## config.mk

```make
export PLATFORM = sky130hd
export DESIGN_NAME = can_bit_timing
export DESIGN_NICKNAME = d
export VERILOG_FILES = /design/src/rtl/can_bit_timing.sv
export SDC_FILE = /design/constraint.sdc
export NUM_CORES = 1
export LEC_CHECK = 0
export CORE_ASPECT_RATIO = 0.6
export CORE_UTILIZATION = 35
export CTS_CLUSTER_SIZE = 10
export DETAILED_ROUTE_END_ITERATION = 10
export GPL_TIMING_DRIVEN = 0
export SLEW_MARGIN = 0
export SYNTH_ARGS = -nofsm -noshare
export SYNTH_HDL_FRONTEND = slang
export SYNTH_SLANG_ARGS = --single-unit
export TNS_END_PERCENT = 20
```

## constraint.sdc

```tcl
create_clock -name clk -period 6.7 [get_ports clk]
set_input_delay 2.01 -clock clk [delete_from_list [all_inputs] [get_ports clk]]
set_output_delay 2.01 -clock clk [all_outputs]
set_load 0.01 [all_outputs]
```

## src/rtl/can_bit_timing.sv

```systemverilog
// CAN nominal bit timing: SYNC/TSEG1/TSEG2 sequencing per time quantum, hard sync and SJW-limited resync.
// Optional CAN_TRIPLE_SAMPLE_EN: majority vote over the last three tq captures at the sample point.
module can_bit_timing #(
    parameter int SYNC_STAGES = 2
) (
    input  logic       clk,
    input  logic       rst,
    input  logic       tq_tick,
    input  logic [3:0] tseg1,
    input  logic [2:0] tseg2,
    input  logic [1:0] sjw,
    input  logic       rx,
    input  logic       hard_sync_en,
    input  logic       resync_en,
    output logic       sample_point,
    output logic       sampled_bit,
    output logic       bit_tick,
    output logic       sync_seg,
    output logic       in_tseg1,
    output logic       in_tseg2,
    output logic [4:0] tq_position
);

    typedef enum logic [1:0] {
        ST_SYNC  = 2'd0,
        ST_TSEG1 = 2'd1,
        ST_TSEG2 = 2'd2
    } state_t;

    state_t state, state_n;
    logic [4:0] cnt, cnt_n;
    logic [2:0] ext, ext_n;
    logic [4:0] l2eff, l2eff_n;
    logic       resync_done, resync_done_n;
    logic [3:0] tseg1_l;
    logic [2:0] tseg2_l;
    logic [1:0] sjw_l;
    logic       latch_cfg;

    logic [SYNC_STAGES-1:0] sync_q;
    logic rx_s, rx_prev, rx_edge, hard, resync, sample_val;
    logic sample_n, bit_tick_n, sampled_n;
    logic [4:0] l1, l2, s_len, l2_short, l1_n, pos_n, min_cs;

    assign rx_s     = sync_q[SYNC_STAGES-1];
    assign rx_edge  = tq_tick & rx_prev & ~rx_s;
    assign hard     = rx_edge & hard_sync_en;
    assign resync   = rx_edge & resync_en & ~hard_sync_en & ~resync_done;

    assign l1       = 5'(tseg1_l) + 5'd1 + 5'(ext);
    assign l2       = 5'(tseg2_l) + 5'd1;
    assign s_len    = 5'(sjw_l) + 5'd1;
    // Only consulted when the edge is far enough from the bit end, so it never underflows.
    assign l2_short = l2 - s_len;
    assign min_cs   = (cnt < s_len) ? cnt : s_len;

`ifdef CAN_TRIPLE_SAMPLE_EN
    // Two previous tq captures; the current capture is rx_s itself.
    logic [1:0] hist_q;
    assign sample_val = (hist_q[1] & hist_q[0]) | (hist_q[1] & rx_s) | (hist_q[0] & rx_s);

    always_ff @(posedge clk or posedge rst) begin
        if (rst) begin
            hist_q <= 2'b11;
        end else if (tq_tick) begin
            hist_q <= {hist_q[0], rx_s};
        end
    end
`else
    assign sample_val = rx_s;
`endif

    always_comb begin
        state_n       = state;
        cnt_n         = cnt;
        ext_n         = ext;
        l2eff_n       = l2eff;
        resync_done_n = resync_done;
        latch_cfg     = 1'b0;
        sample_n      = 1'b0;
        bit_tick_n    = 1'b0;
        sampled_n     = sampled_bit;
        if (tq_tick) begin
            if (hard) begin
                state_n       = ST_TSEG1;
                cnt_n         = 5'd1;
                ext_n         = 3'd0;
                resync_done_n = 1'b0;
                bit_tick_n    = 1'b1;
                latch_cfg     = 1'b1;
            end else begin
                case (state)
                    ST_SYNC: begin
                        state_n   = ST_TSEG1;
                        cnt_n     = 5'd1;
                        latch_cfg = 1'b1;
                    end
                    ST_TSEG1: begin
                        if (cnt == l1) begin
                            state_n   = ST_TSEG2;
                            cnt_n     = 5'd1;
                            sample_n  = 1'b1;
                            sampled_n = sample_val;
                            // A late edge coinciding with the sample point stretches TSEG2 instead.
                            l2eff_n   = resync ? (l2 + min_cs) : l2;
                        end else begin
                            cnt_n = cnt + 5'd1;
                            if (resync) ext_n = min_cs[2:0];
                        end
                        if (resync) resync_done_n = 1'b1;
                    end
                    ST_TSEG2: begin
                        if (resync && (l2 + 5'd1 <= cnt + s_len)) begin
                            state_n       = ST_TSEG1;
                            cnt_n         = 5'd1;
                            ext_n         = 3'd0;
                            resync_done_n = 1'b1;
                            bit_tick_n    = 1'b1;
                            latch_cfg     = 1'b1;
                        end else begin
                            if (resync) begin
                                l2eff_n       = l2_short;
                                resync_done_n = 1'b1;
                            end
                            if (cnt >= (resync ? l2_short : l2eff)) begin
                                state_n       = ST_SYNC;
                                cnt_n         = 5'd0;
                                ext_n         = 3'd0;
                                bit_tick_n    = 1'b1;
                                resync_done_n = 1'b0;
                            end else begin
                                cnt_n = cnt + 5'd1;
                            end
                        end
                    end
                    default: begin
                        state_n = ST_SYNC;
                        cnt_n   = 5'd0;
                        ext_n   = 3'd0;
                    end
                endcase
            end
        end
    end

    always_comb begin
        l1_n  = 5'(tseg1_l) + 5'd1 + 5'(ext_n);
        pos_n = 5'd1;
        case (state_n)
            ST_TSEG1: pos_n = 5'd1 + cnt_n;
            ST_TSEG2: pos_n = 5'd1 + l1_n + cnt_n;
            default:  pos_n = 5'd1;
        endcase
    end

    always_ff @(posedge clk or posedge rst) begin
        if (rst) begin
            sync_q       <= '1;
            rx_prev      <= 1'b1;
            state        <= ST_SYNC;
            cnt          <= 5'd0;
            ext          <= 3'd0;
            l2eff        <= 5'd1;
            resync_done  <= 1'b0;
            tseg1_l      <= 4'd0;
            tseg2_l      <= 3'd0;
            sjw_l        <= 2'd0;
            sample_point <= 1'b0;
            sampled_bit  <= 1'b1;
            bit_tick     <= 1'b0;
            sync_seg     <= 1'b1;
            in_tseg1     <= 1'b0;
            in_tseg2     <= 1'b0;
            tq_position  <= 5'd1;
        end else begin
            sync_q       <= {sync_q[SYNC_STAGES-2:0], rx};
            if (tq_tick) rx_prev <= rx_s;
            state        <= state_n;
            cnt          <= cnt_n;
            ext          <= ext_n;
            l2eff        <= l2eff_n;
            resync_done  <= resync_done_n;
            if (latch_cfg) begin
                tseg1_l <= tseg1;
                tseg2_l <= tseg2;
                sjw_l   <= sjw;
            end
            sample_point <= sample_n;
            sampled_bit  <= sampled_n;
            bit_tick     <= bit_tick_n;
            sync_seg     <= (state_n == ST_SYNC);
            in_tseg1     <= (state_n == ST_TSEG1);
            in_tseg2     <= (state_n == ST_TSEG2);
            tq_position  <= pos_n;
        end
    end

endmodule
```

After elaboration in Yosys (flattened, before gate mapping). Cells that the tools add are included.

Logic and storage cells: 102. Output and inout port bits: 11. Input bits: 15. Bits in registers: 39.

Mux-type cells: 44. Magnitude comparators: 3. Equal/unequal tests: 7. Add/subtract/negate cells: 13. Reductions and logical operators: 8. Bitwise logic cells: 10.

Operators with widths (count): 5-bit 2-to-1 mux (10); 5-bit one-hot mux with 2 select lines (2); 3-bit 2-to-1 mux (6); 1-bit 2-to-1 mux (16); 5-bit by 3-bit adder with 5-bit output (3); 5-bit one-hot mux with 3 select lines (1); 1-bit by 5-bit adder with 5-bit output (first input constant) (2); 4-bit by 1-bit adder with 5-bit output (second input constant) (2); 2-bit 2-to-1 mux (5); 3-bit one-hot mux with 3 select lines (1); 1-bit AND (6); 2-bit one-hot mux with 3 select lines (1); 4-bit by 5-bit adder with 5-bit output (1); 5-bit by 1-bit adder with 5-bit output (second input constant) (1); 5-bit adder (1); 5-bit == test (1); 5-bit >= comparator (1); 5-bit less-or-equal comparator (1); 5-bit by 3-bit < comparator with 1-bit output (1); 5-bit AND reduction (1); 4-bit by 3-bit subtractor with 5-bit output (1); 3-bit by 1-bit adder with 4-bit output (second input constant) (1); 2-bit by 1-bit == test with 1-bit output (second input constant) (2); 2-bit == test (second input constant) (2); other kinds (10) (16).

Logic depth before layout (Yosys ltp).
Depth after elaboration: 16. Gate-level depth with buffers: 27. Gate-level depth less buffers: 27.

Worst setup path after synthesis. Ideal clock, no wire load.

Kind: input to register. Start: input resync_en. End: register tq_position[4]. Required time: 6.635 ns. Arrival time: 5.901 ns. Stages: 20. Path buffers: 2. Setup slack: 0.734 ns. Setup time: 0.065 ns. Cell sequence: nor2b_1 -> nand4b_1 -> clkbuf_8 -> clkbuf_1 -> a21oi_1 -> ha_1 -> or2_2 -> o2bb2ai_1 -> o32a_2 -> o22ai_1 -> inv_1 -> fa_1 -> fa_1 -> nor2b_1 -> o21a_1 -> nor2_1 -> xnor2_1 -> xnor2_1 -> nand3b_1 -> nand2_1.

Elaborated cells on any way between the ends: 30. Those cells by class: add/sub: 4; order compare: 1; eq/ne: 2; mux: 19; bitwise: 3; reduce/logical: 1.

RTL lines: start, declared (line 14) `input logic resync_en,`; 1-bit AND * (3 in series) (line 48) `assign resync = rx_edge & resync_en & ~hard_sync_en & ~resync_done;`; 5-bit 2-to-1 mux; 5-bit >= comparator (line 125) `if (cnt >= (resync ? l2_short : l2eff)) begin`; 5-bit 2-to-1 mux (line 125); 5-bit 2-to-1 mux * (line 113) `if (resync && (l2 + 5'd1 <= cnt + s_len)) begin`; 5-bit one-hot mux with 3 select lines * (line 92) `case (state)`; 5-bit 2-to-1 mux * (line 84) `if (hard) begin`; 5-bit 2-to-1 mux * (line 83) `if (tq_tick) begin`; via cnt_n[1] (line 31) `logic [4:0] cnt, cnt_n;`; 5-bit adder or 1-bit by 5-bit adder with 5-bit output (tied branches) (line 151, 150); 5-bit one-hot mux with 2 select lines * (line 149) `case (state_n)`; via pos_n[4] (line 43) `logic [4:0] l1, l2, s_len, l2_short, l1_n, pos_n, min_cs;`; end signal, assigned (line 194) `tq_position <= pos_n;`; end, declared (line 21) `output logic [4:0] tq_position`.

The timed path passes the listed nets; every way through them passes the cells marked *. A chain may end at the register's enable or synchronous reset.

Worst setup path after layout.
Start: input resync_en. End: register tq_position[4].

Cells in the longest elaborated chain, start to end: 14. Elaborated cells on any way between the ends: 30. Those cells by class: add/sub: 4; order compare: 1; eq/ne: 2; mux: 19; bitwise: 3; reduce/logical: 1.

RTL lines: 1-bit AND * (3 in series) (line 48); 5-bit 2-to-1 mux; 5-bit >= comparator (line 125); 3-bit 2-to-1 mux (line 125); 3-bit 2-to-1 mux (line 113); 3-bit one-hot mux with 3 select lines * (line 92); 3-bit 2-to-1 mux * (line 84); 3-bit 2-to-1 mux * (line 83); via ext_n[1] (line 32) `logic [2:0] ext, ext_n;`; 5-bit by 3-bit adder with 5-bit output * (line 147) `l1_n = 5'(tseg1_l) + 5'd1 + 5'(ext_n);`; 1-bit by 5-bit adder with 5-bit output * (line 151) `ST_TSEG2: pos_n = 5'd1 + l1_n + cnt_n;`; 5-bit adder * (line 151); 5-bit one-hot mux with 2 select lines * (line 149); via pos_n[4] (line 43).

Marked as above.

==> flow_summary_export.csv <==
group,metric,value,unit
run_status,outcome,"finished clean",
die,die_h,76.75,um
routing,wl_per_cell,16.10,um
place,place_hpwl,6078,um
yosys,yosys-top-cells-count,"ha_1 (41), inv_1 (36), dfrtp_1 (32), a21oi_1 (25), nor2_1 (25)",
sta,finalCritPeriodShare,96.03,%
routing,drc,0,
clock_tree,root_buffer,"clkbuf_16",
min_path,whs_path_depth,0,
yosys,syn_nets,400,
routing,drt-initial-drc-count,116,
clock_tree,cts_inserted_buffers,5,
clock_tree,cts_tree,"yes",
layout,stdcell_area,0.003881,mm2
die,ios,26,
die,fp.coreArea,0.008783,mm2
routing,drtPass1Iterations,4,
sta,timing.fmax,155.4,MHz
sta,final_max_slew_viol_count,0,
yosys,synth_warnings,0,
sta,clock_skew,0.007412,ns
worst_setup_path,crit_path_start_kind,"input port",
min_path,holdCritPathClass,"reg2reg",
routing,num_vias,2505,
yosys,synth.cell_area,0.003259,mm2
sta,tightest_slew,0.9536,ns
yosys,synth.largest_area_cell,"dfrtp_1",
yosys,synth_edf_count,0,
place,place.gp.congestion,0.8340,
yosys,netlist_instances,338,
sta,fin_worst_hold_slack,0.3548,ns
sta,fin_crit,6.434,ns
yosys,async_flop_share,100.0,%
die,start_util,37.11,%
power_and_ir_drop,ir_drop,0.0001720,V
yosys,syn_area_per_cell,9.643,um2
clock_tree,cts.path.max_buffers,2,
yosys,yosys_register_bits,39,
global_routing,grtUsageTotal,17.77,%
yosys,yosys.cell_count.top_type,"ha_1",
place,placed_cell_area,0.003640,mm2
routing,via_per_inst,5.176,
clock_tree,cts_hold_buf,0,
worst_setup_path,crit_start,"resync_en",
power_and_ir_drop,p_leak,1.806,nW
global_routing,grt_max_degree,40,
layout,fin_nets,433,
sta,timing_hold_violations_final,0,
power_and_ir_drop,p_per_area,589.1,mW/mm2
layout,layout-drive-gt1-share,15.59,%
min_path,min_from,"sync_q[0]",
global_routing,antenna_found_initial,0,
routing,ant_nets,0,
routing,wl,7791,um
die,fp-row-count,26,
worst_setup_path,cp.required,6.93,ns
yosys,synth_top_cell_area_share,24.57,%
die,die_w,126.6,um
global_routing,grt_pass1_wl,13160,um
clock_tree,cts_sinks,39,
global_routing,grt_pass1_vias,2558,
clock_tree,clk_pin_slew_worst_paths,0.06,ns
worst_setup_path,worstRegToRegCells,23,
worst_setup_path,r2r-start,"sjw_l[0]",
yosys,yosysUniqueCellTypes,62,
sta,setup_violations,0,
job,maxCapViolations,0,
layout,area_growth,19.08,%
worst_setup_path,critical_path_class,"in2reg",
worst_setup_path,cp-end-kind,"register",
sta,setup_tns,0,ns
sta,slew_headroom,36.00,%
layout,n_antenna_cell,0,
layout,nFillCells,851,
die,die_area,0.009715,mm2
worst_setup_path,cp.arrival,6.67,ns
place,io_buffer_count,24,
yosys,ys_seq_area_share,30.21,%
clock_tree,htree_levels,2,
clock_tree,insertion_delay,0.29,ns
yosys,synth-main-ff-cell,"dfrtp_1",
global_routing,gr-total-overflow,0,
yosys,synthTopCellsByArea,"dfrtp_1 (25%), ha_1 (16%), dfstp_2 (5.6%), xor2_1 (4.8%), inv_1 (4.1%)",
worst_setup_path,crit_fanout,10,
## worst paths after layout
path	endpoint	slack (ns)
setup / recovery	tq_position[4]	0.27
hold / removal	sync_q[1]	0.35
min in group asynchronous	in_tseg2	2.19
hold reg to reg	sync_q[1]	0.35
max in group asynchronous	sjw_l[1]	3.96
setup reg to reg	tq_position[4]	1.13
## sequential cells by signal (all words and copies together), names as in the netlist
register	cells
rx_prev	1
cnt	5
in_tseg2	1
tseg1_l	4
tseg2_l	3
sampled_bit	1
ext	3
in_tseg1	1
l2eff	5
tq_position	5
state	2
sjw_l	2
sync_seg	1
bit_tick	1
sample_point	1
resync_done	1
sync_q	2
## layer usage
layer  track usage, %  up-vias  wire length (um)
met4            4.217        0                65
met2            23.65       72              2887
li1                 -     1233                 -
met5                0        -                 0
met1            27.38     1193              4358
met3            5.094        7               479
## worst max-delay path, cell delays in order
cell and delay (ns):
clkdlybuf4s50_1 0.44, nor2b_1 0.17, nand4b_1 0.16, clkbuf_8 0.22, nor4_4 0.31, a21oi_2 0.07
ha_1 0.27, or2_2 0.31, o2bb2ai_1 0.18, o22a_1 0.28, o21ai_4 0.18, a22o_1 0.18
inv_1 0.06, fa_1 0.52, fa_2 0.43, nor2b_1 0.12, o21a_1 0.12, nor2_1 0.05
xnor2_1 0.24, xnor2_1 0.16, nand3b_1 0.09, nand2_1 0.08
## stage by stage
step | power, W | util (%) | std cells | setup slack (ns)
6_report | 0.002286 | 44.19 | 484 | 0.2658
5_1_grt | 0.002536 | 44.19 | 484 | -0.01212
4_1_cts | 0.002263 | 43.55 | 482 | 0.01915
3_5_place_dp | 0.001949 | 41.44 | 474 | -0.4794
3_3_place_gp | 0.001907 | 41.44 | 474 | -0.4491
2_1_floorplan | 0.001559 | - | 338 | 0.7336
## area by class of cell
cell class	instances	area, um2	share of cell area, %
multi-input combinational	253	2101	54.13
sequential	39	984.7	25.37
timing repair buffer	26	255.2	6.576
tap	112	140.1	3.611
inverter	36	135.1	3.482
clock buffer	5	125.1	3.224
buffer	10	93.84	2.418
clock inverter	3	46.29	1.193
## where the power goes
part	internal, W	switching, W	leakage, nW
registers	0.000325	0.0000785	0.473
logic	0.000730	0.000869	1.25
clock network	0.000177	0.000107	0.0804
## cells in the final DEF, fill, tap and decap left out, drive strengths merged, types with 7 or more instances in the layout
cell	n
mux2	12
a21oi	26
xnor2	9
nand2	18
clkbuf	12
o21ai	12
ha	41
dfrtp	32
nor2b	7
clkdlybuf4s50	24
xor2	18
nor2	26
inv	37
dfstp	7
## timing repair
item | CTS | global route
pin swaps | 0 | 4
buffers inserted | 0 | 2
endpoints found under the setup margin | 1 | 2
hold endpoints to repair | 0 | 0
resized for setup | 4 | 11
## kinds of logic after synthesis
family | count (synthesis) | share of synthesized area, %
fa+ha+maj | 49 | 20.04
simple gates | 83 | 13.24
xor+xnor | 28 | 7.946
mux | 15 | 5.182
other cells | 1 | 0.1151
flops | 39 | 30.21
buf+inv | 46 | 6.986
compound gates | 77 | 16.28
Note: power is estimated with default switching activity, not from simulation.
